===== src/rtl/accelerator_core.sv =====
// ----------------------------------------------------------------------------
// accelerator_core
//
// Small multiply-accumulate engine. A job is started from IDLE by
// i_conf_ctrl[0]. The core fetches a weight word, then data words one at a
// time through a request/valid handshake. It refetches weights every
// "weightinterval" data words, and stops after "cnt" data words. For every
// accepted data word, each kernel produces the dot product of the data
// channels with that kernel's weights. The result is saturated to BIT_WIDTH.
//
// Ports
//   clk                    : clock, all logic on the rising edge
//   rst                    : synchronous reset, active low
//   o_weight_req           : one-cycle pulse asking for one weight word
//   i_weight, i_weight_val : weight word and its strobe (used only in WWAIT)
//   o_data_req             : one-cycle pulse asking for one data word
//   i_data, i_data_val     : data word and its strobe (used only in DWAIT)
//   o_psum_knK, _val       : per-kernel saturated result and one-cycle strobe
//   i_conf_ctrl            : bit0 start/enable
//   i_conf_cnt             : data words per job
//   i_conf_knx             : bits[3:0] per-kernel output enable
//   i_conf_weightinterval  : data words per weight set (0 = never reload)
//   i_conf_kernelshape     : bits[11:8] active channel count
// ----------------------------------------------------------------------------
module accelerator_core #(
    parameter int BIT_WIDTH   = 8,
    parameter int NUM_CHANNEL = 3,
    parameter int NUM_KERNEL  = 4,
    parameter int NUM_KCPE    = 3,
    parameter int REG_WIDTH   = 32
) (
    input  logic                                       clk,
    input  logic                                       rst,
    output logic                                       o_data_req,
    input  logic [BIT_WIDTH*NUM_CHANNEL-1:0]           i_data,
    input  logic                                       i_data_val,
    output logic                                       o_weight_req,
    input  logic [BIT_WIDTH*NUM_CHANNEL*NUM_KERNEL-1:0] i_weight,
    input  logic                                       i_weight_val,
    output logic [BIT_WIDTH-1:0]                       o_psum_kn0,
    output logic [BIT_WIDTH-1:0]                       o_psum_kn1,
    output logic [BIT_WIDTH-1:0]                       o_psum_kn2,
    output logic [BIT_WIDTH-1:0]                       o_psum_kn3,
    output logic                                       o_psum_kn0_val,
    output logic                                       o_psum_kn1_val,
    output logic                                       o_psum_kn2_val,
    output logic                                       o_psum_kn3_val,
    input  logic [REG_WIDTH-1:0]                       i_conf_ctrl,
    input  logic [REG_WIDTH-1:0]                       i_conf_cnt,
    input  logic [REG_WIDTH-1:0]                       i_conf_knx,
    input  logic [REG_WIDTH-1:0]                       i_conf_weightinterval,
    input  logic [REG_WIDTH-1:0]                       i_conf_kernelshape
);

    localparam int PROD_W = 2 * BIT_WIDTH;
    localparam int SUM_W  = PROD_W + $clog2(NUM_KCPE + 1);
    localparam int DATA_W = BIT_WIDTH * NUM_CHANNEL;
    localparam int WGT_W  = BIT_WIDTH * NUM_CHANNEL * NUM_KERNEL;
    localparam logic [3:0]           KCPE_N  = 4'(NUM_KCPE);
    localparam logic [SUM_W-1:0]     SAT_MAX = SUM_W'({BIT_WIDTH{1'b1}});
    localparam logic [REG_WIDTH-1:0] ONE     = REG_WIDTH'(1);

    typedef enum logic [2:0] {
        IDLE  = 3'd0,
        WREQ  = 3'd1,
        WWAIT = 3'd2,
        DREQ  = 3'd3,
        DWAIT = 3'd4,
        DONE  = 3'd5
    } state_t;

    state_t state_q, state_d;

    // Job configuration, captured once at start and held for the whole job
    logic [REG_WIDTH-1:0]  cnt_q;
    logic [REG_WIDTH-1:0]  intv_q;
    logic [NUM_KERNEL-1:0] knx_q;
    logic [NUM_KCPE-1:0]   ch_en_q;

    // Progress counters
    logic [REG_WIDTH-1:0]  total_q, total_d;
    logic [REG_WIDTH-1:0]  icnt_q, icnt_d;
    logic [REG_WIDTH-1:0]  total_inc, icnt_inc;

    // Datapath registers
    logic [WGT_W-1:0]      weight_q;
    logic [DATA_W-1:0]     data_q;
    logic                  acc_q;
    logic [NUM_KERNEL-1:0][BIT_WIDTH-1:0] psum_q;
    logic [NUM_KERNEL-1:0]                val_q;
    logic [NUM_KERNEL-1:0][BIT_WIDTH-1:0] sat_val;

    // FSM decode strobes
    logic start;
    logic wload;
    logic accept;

    // Channel-enable mask decoded from the kernelshape field at start time
    logic [3:0]          shape_ch;
    logic                shape_full;
    logic [NUM_KCPE-1:0] ch_en_start;

    // Config bits that carry no function; folded into one sink
    logic unused_conf;
    assign unused_conf = ^{i_conf_ctrl[REG_WIDTH-1:1],
                           i_conf_knx[REG_WIDTH-1:NUM_KERNEL],
                           i_conf_kernelshape[REG_WIDTH-1:12],
                           i_conf_kernelshape[7:0]};

    assign shape_ch   = i_conf_kernelshape[11:8];
    // 0 or anything above the PE count means "use every channel"
    assign shape_full = (shape_ch == 4'd0) || (shape_ch > KCPE_N);

    genvar gi, gc;
    generate
        for (gi = 0; gi < NUM_KCPE; gi++) begin : g_ch_en
            assign ch_en_start[gi] = shape_full || (4'(gi) < shape_ch);
        end
    endgenerate

    assign total_inc = total_q + ONE;
    assign icnt_inc  = icnt_q + ONE;

    // ------------------------------------------------------------------
    // FSM: next state, counters and request outputs
    // ------------------------------------------------------------------
    always_comb begin
        state_d      = state_q;
        total_d      = total_q;
        icnt_d       = icnt_q;
        start        = 1'b0;
        wload        = 1'b0;
        accept       = 1'b0;
        o_weight_req = 1'b0;
        o_data_req   = 1'b0;
        case (state_q)
            IDLE: begin
                if (i_conf_ctrl[0]) begin
                    start   = 1'b1;
                    total_d = '0;
                    icnt_d  = '0;
                    state_d = (i_conf_cnt == '0) ? DONE : WREQ;
                end
            end
            WREQ: begin
                o_weight_req = 1'b1;
                state_d      = WWAIT;
            end
            WWAIT: begin
                if (i_weight_val) begin
                    wload   = 1'b1;
                    state_d = DREQ;
                end
            end
            DREQ: begin
                o_data_req = 1'b1;
                state_d    = DWAIT;
            end
            DWAIT: begin
                if (i_data_val) begin
                    accept  = 1'b1;
                    total_d = total_inc;
                    icnt_d  = icnt_inc;
                    // Job completion wins over a weight reload due on the
                    // same word.
                    if (total_inc == cnt_q) begin
                        state_d = DONE;
                    end else if ((intv_q != '0) && (icnt_inc == intv_q)) begin
                        icnt_d  = '0;
                        state_d = WREQ;
                    end else begin
                        state_d = DREQ;
                    end
                end
            end
            DONE: begin
                if (!i_conf_ctrl[0]) begin
                    state_d = IDLE;
                end
            end
            default: state_d = IDLE;
        endcase
    end

    // ------------------------------------------------------------------
    // Control registers
    // ------------------------------------------------------------------
    always_ff @(posedge clk) begin
        if (!rst) begin
            state_q <= IDLE;
            total_q <= '0;
            icnt_q  <= '0;
            cnt_q   <= '0;
            intv_q  <= '0;
            knx_q   <= '0;
            ch_en_q <= '0;
            acc_q   <= 1'b0;
        end else begin
            state_q <= state_d;
            total_q <= total_d;
            icnt_q  <= icnt_d;
            acc_q   <= accept;
            if (start) begin
                cnt_q   <= i_conf_cnt;
                intv_q  <= i_conf_weightinterval;
                knx_q   <= i_conf_knx[NUM_KERNEL-1:0];
                ch_en_q <= ch_en_start;
            end
        end
    end

    // ------------------------------------------------------------------
    // Operand registers. The data word is captured on the accepting edge,
    // and the result is registered one edge later. A weight reload can
    // land no earlier than two edges after an accept, so weight_q still
    // holds the set that belongs to the word in flight.
    // ------------------------------------------------------------------
    always_ff @(posedge clk) begin
        if (!rst) begin
            weight_q <= '0;
            data_q   <= '0;
        end else begin
            if (wload) begin
                weight_q <= i_weight;
            end
            if (accept) begin
                data_q <= i_data;
            end
        end
    end

    // ------------------------------------------------------------------
    // Kernel x channel processing elements
    // ------------------------------------------------------------------
    generate
        for (gi = 0; gi < NUM_KERNEL; gi++) begin : g_kernel
            logic [NUM_KCPE-1:0][PROD_W-1:0] prod;
            logic [SUM_W-1:0]                sum;

            for (gc = 0; gc < NUM_KCPE; gc++) begin : g_pe
                logic [BIT_WIDTH-1:0] d_ch;
                logic [BIT_WIDTH-1:0] w_ch;
                assign d_ch = data_q[gc*BIT_WIDTH +: BIT_WIDTH];
                assign w_ch = weight_q[(gi*NUM_KCPE + gc)*BIT_WIDTH +: BIT_WIDTH];
                assign prod[gc] = ch_en_q[gc] ? (PROD_W'(d_ch) * PROD_W'(w_ch)) : '0;
            end

            always_comb begin
                sum = '0;
                for (int c = 0; c < NUM_KCPE; c++) begin
                    sum = sum + SUM_W'(prod[c]);
                end
            end

            assign sat_val[gi] = (sum > SAT_MAX) ? {BIT_WIDTH{1'b1}} : sum[BIT_WIDTH-1:0];
        end
    endgenerate

    // ------------------------------------------------------------------
    // Result registers. A disabled kernel keeps its previous value and
    // never strobes.
    // ------------------------------------------------------------------
    always_ff @(posedge clk) begin
        if (!rst) begin
            psum_q <= '0;
            val_q  <= '0;
        end else begin
            val_q <= acc_q ? knx_q : '0;
            for (int k = 0; k < NUM_KERNEL; k++) begin
                if (acc_q && knx_q[k]) begin
                    psum_q[k] <= sat_val[k];
                end
            end
        end
    end

    assign o_psum_kn0     = psum_q[0];
    assign o_psum_kn1     = psum_q[1];
    assign o_psum_kn2     = psum_q[2];
    assign o_psum_kn3     = psum_q[3];
    assign o_psum_kn0_val = val_q[0];
    assign o_psum_kn1_val = val_q[1];
    assign o_psum_kn2_val = val_q[2];
    assign o_psum_kn3_val = val_q[3];

endmodule


===== config.mk =====
export PLATFORM = sky130hd
export DESIGN_NAME = accelerator_core
export DESIGN_NICKNAME = d
export VERILOG_FILES = /design/src/rtl/accelerator_core.sv
export SDC_FILE = /design/constraint.sdc
export NUM_CORES = 2
export LEC_CHECK = 0
export CAP_MARGIN = 20
export CORE_MARGIN = 10
export CORE_UTILIZATION = 55
export CTS_BUF_LIST = sky130_fd_sc_hd__clkbuf_2
export DETAILED_ROUTE_END_ITERATION = 10
export PLACE_DENSITY = 0.79
export SKIP_LAST_GASP = 1
export SYNTH_ARGS = -nofsm -noshare
export SYNTH_HDL_FRONTEND = slang
export SYNTH_SLANG_ARGS = --single-unit

===== constraint.sdc =====
create_clock -name clk -period 6.6 [get_ports clk]
set_input_delay 1.32 -clock clk [delete_from_list [all_inputs] [get_ports clk]]
set_output_delay 1.32 -clock clk [all_outputs]
set_load 0.05 [all_outputs]

==> results.json <==
{
  "status": "finished, violations left",
  "violations": "negative setup slack",
  "dr_wl_met3_um": 8140,
  "multi_input_area_mm2": 0.0355,
  "synth_ff_type": "dfxtp_1",
  "worstPathMaxFanout": 8,
  "clock_sinks": 295,
  "worst_pin_slew_ns": 1.03,
  "cts_tree": "yes",
  "arrival_ns": 7.94,
  "async_reset_ff_frac": 0,
  "critPathMostFrequentCell": "fa_1",
  "routed_wl_um": 124000,
  "wl_met1_um": 49600,
  "nFillCells": 6014,
  "vias_per_cell": 5.51,
  "yosysTopAreaCellShare": 0.232,
  "crit_path_start_kind": "flip-flop",
  "routedWlPerCell_um": 17.7,
  "yosysUniqueCellTypes": 81,
  "grt_setup_unrepaired": "true",
  "num_vias": 38500,
  "r2r_cells": 27,
  "place.detailed.hpwl_um": 94300,
  "synth_compound_area_frac": 0.116,
  "critPathMaxStageDelay_ns": 0.57,
  "synth_area_mm2": 0.0431,
  "finalHoldViolCount": 0,
  "syn_nets": 6520,
  "ir_drop_mv": 0.140,
  "fin_cells": 6985,
  "synth_seq_cells": 295,
  "ant_nets": 0,
  "period_needed_ns": 6.90,
  "io_buffers": 234,
  "root_buffer": "clkbuf_2",
  "hold_start": "knx_q[1]",
  "powerDensity_mw_per_mm2": 70.6,
  "finalMaxSlewViolations": 0,
  "syn_area_per_cell_um2": 8.22,
  "hold_path_end": "knx_q[1]",
  "fmaxAchievable_mhz": 145,
  "synth.most_common_cell": "nand2_1",
  "r2r_end": "o_psum_kn3[6]",
  "synth_edf_count": 0,
  "die_area_mm2": 0.0900,
  "muxShareOfSynthArea": 0.00380,
  "final_nets": 7167,
  "dp_slack_ns": -0.543,
  "worstSkewPairLatency_ns": 1.18,
  "dp.cells": 6766,
  "yosys_warnings": 0,
  "drt_first_pass_iters": 6,
  "slew_headroom": 0.312,
  "critical_path_buf_inv_count": 8,
  "synthSimpleGateAreaFrac": 0.229,
  "place_congestion": 0.943,
  "dr.first_iter.drc_count": 2498,
  "htree_levels": 3,
  "critical_path_required_ns": 7.63,
  "wl_met2_um": 60100,
  "grt_first_pass_wirelength_um": 198000,
  "holdCritPathClass": "flip-flop to flip-flop",
  "seq_area_mm2": 0.00597,
  "finalWorstSetupSlack_ns": -0.304,
  "syn2layout_area_growth_pct": 23.2,
  "grt_pass1_vias": 39700,
  "r2r_start": "data_q[19]",
  "grt_max_degree": 193,
  "min_path_cells": 2,
  "dieWidth_um": 300,
  "rows": 102,
  "final_util": 0.684,
  "ios": 322,
  "top_layer": "met5",
  "crit_slowest_cell": "fa_1",
  "criticalPathCategory": "flip-flop to flip-flop",
  "yosysTopAreaCell": "fa_1",
  "clk_path_buf_depth": 3,
  "fin_worst_skew_ns": 0.143,
  "clk_pin_slew_ns": 0.11,
  "drc_errors": 0,
  "tns_ns": -5.72,
  "endpoint_kind": "flip-flop",
  "synthXorXnorAreaFrac": 0.0581,
  "drive_gt1_frac": 0.174,
  "finalCritPeriodShare": 1.05,
  "fp.dieH_um": 300,
  "antenna_found_initial": 6,
  "setup_viol": 26,
  "cp-startpoint": "data_q[19]",
  "syn_inst": 5242,
  "cts_hold_buf": 0,
  "synth_commonest_cells": "nand2_1 (845), inv_1 (701), and2_1 (614)",
  "design.core.area_mm2": 0.0776,
  "yosysSeqAreaShare": 0.137,
  "power_leakage_nw": 26.2,
  "grt_remaining_overflow": 0,
  "start_util": 0.555,
  "yosys.area_share.adder": 0.376,
  "synth_top_cells_by_area": "fa_1 (23%), ha_1 (14%), dfxtp_1 (14%)",
  "cts_buffers": 82,
  "grtUsageTotal": 0.266,
  "synth_top_family_by_area": "adder cells",
  "r2r_slack_ns": -0.30,
  "path_delay_family": "adder cells",
  "drv_cap": 0
}
[cells by family (layout without fill, tap and decap cells)]
| family | Yosys count | count (layout) |
|---|---|---|
| AOI/OAI and AO/OA | 753 | 753 |
| xor gates and xnor gates | 286 | 286 |
| adders and majority gates | 994 | 994 |
| buffers and inverters | 924 | 1625 |
| DFF | 295 | 295 |
| muxes | 16 | 16 |
| other | 0 | 2 |
| and+or+nand+nor | 1974 | 1974 |
[final cells by class]
class	count	share of cell area
repair buffers	786	0.132
well taps	1040	0.0245
diodes	2	0.0000942
multi-input cells	4023	0.668
inverters	701	0.0496
clock buffers	109	0.0103
flip-flops and latches	295	0.113
clock inverters	29	0.00325
[registers in the layout, indices dropped and copies added, names as in the netlist]
signal      flops
total_q        32
o_psum_kn2      8
cnt_q          32
knx_q           4
acc_q           1
data_q         24
weight_q       96
intv_q         32
icnt_q         32
o_psum_kn0      8
o_psum_kn1      8
ch_en_q         3
state_q         3
o_psum_kn3      8
val_q           4
[layer usage]
metal,vias to the layer above,GRT usage
li1,18200,-
met3,319,0.0437
met2,1275,0.460
met5,-,0
met4,2,0.119
met1,18700,0.323
[what timing repair did]
action	4_1_cts	5_1_grt
buffers inserted	46	33
endpoints found under the setup margin	32	32
gates resized for setup	237	188
pin swaps	172	184
cloned	3	1
[worst max-delay path by stage]
stage	end	slack, ns	cells after the start
after CTS	o_psum_kn1[6]	-0.13	28
after global placement	o_psum_kn3[6]	-0.43	28
after floorplan	o_psum_kn2[0]	0.002	27
after global routing	o_psum_kn3[6]	-0.55	27
final	o_psum_kn3[6]	-0.30	27
after detailed placement	o_psum_kn3[6]	-0.54	28
[through the flow]
step	hold WS, ns	cell area [um^2]	power [W]
after floorplan	0.447	43200	0.00214
after global placement	0.459	49700	0.00238
after detailed placement	0.470	49700	0.00239
after CTS	0.466	52000	0.00377
after global routing	0.511	53100	0.00391
final	0.478	53100	0.00375
[worst min-delay path, delay by kind of cell (launching register included)]
family	cells	cell delay, ns
DFF	1	0.32
and+or+nand+nor	1	0.05
AOI/OAI and AO/OA	1	0.06
[power breakdown]
part	internal (W)	total [W]	switching [W]
Clock	0.000504	0.00139	0.000887
Sequential	0.00182	0.00191	0.0000893
Combinational	0.000225	0.000442	0.000218
Total	0.00255	0.00375	0.00119
[placed cells by master (no fill, tap or decap), types with 17 or more instances in the layout]
cell type          n
dfxtp_1          256
fa_1             476
a21o_1            53
clkbuf_2         109
a21oi_1          118
fa_2              24
o21ai_1           18
buf_6             25
inv_1            670
nand2_2           17
nand4_1           40
and2_4            17
and3_1            21
clkdlybuf4s50_1  233
nand2_1          822
nor3_1            69
inv_2             31
dfxtp_2           31
o21a_1            50
nor2_1           150
a21boi_0         194
xor2_1            95
a21oi_2           44
ha_1             425
ha_4              63
a31oi_1           18
nor2b_1           44
nand3_1           59
xnor2_1          182
buf_12            22
o21ai_0          110
nor4_1            32
buf_4            494
and2_1           595
Power figures use the tool's default switching activity.
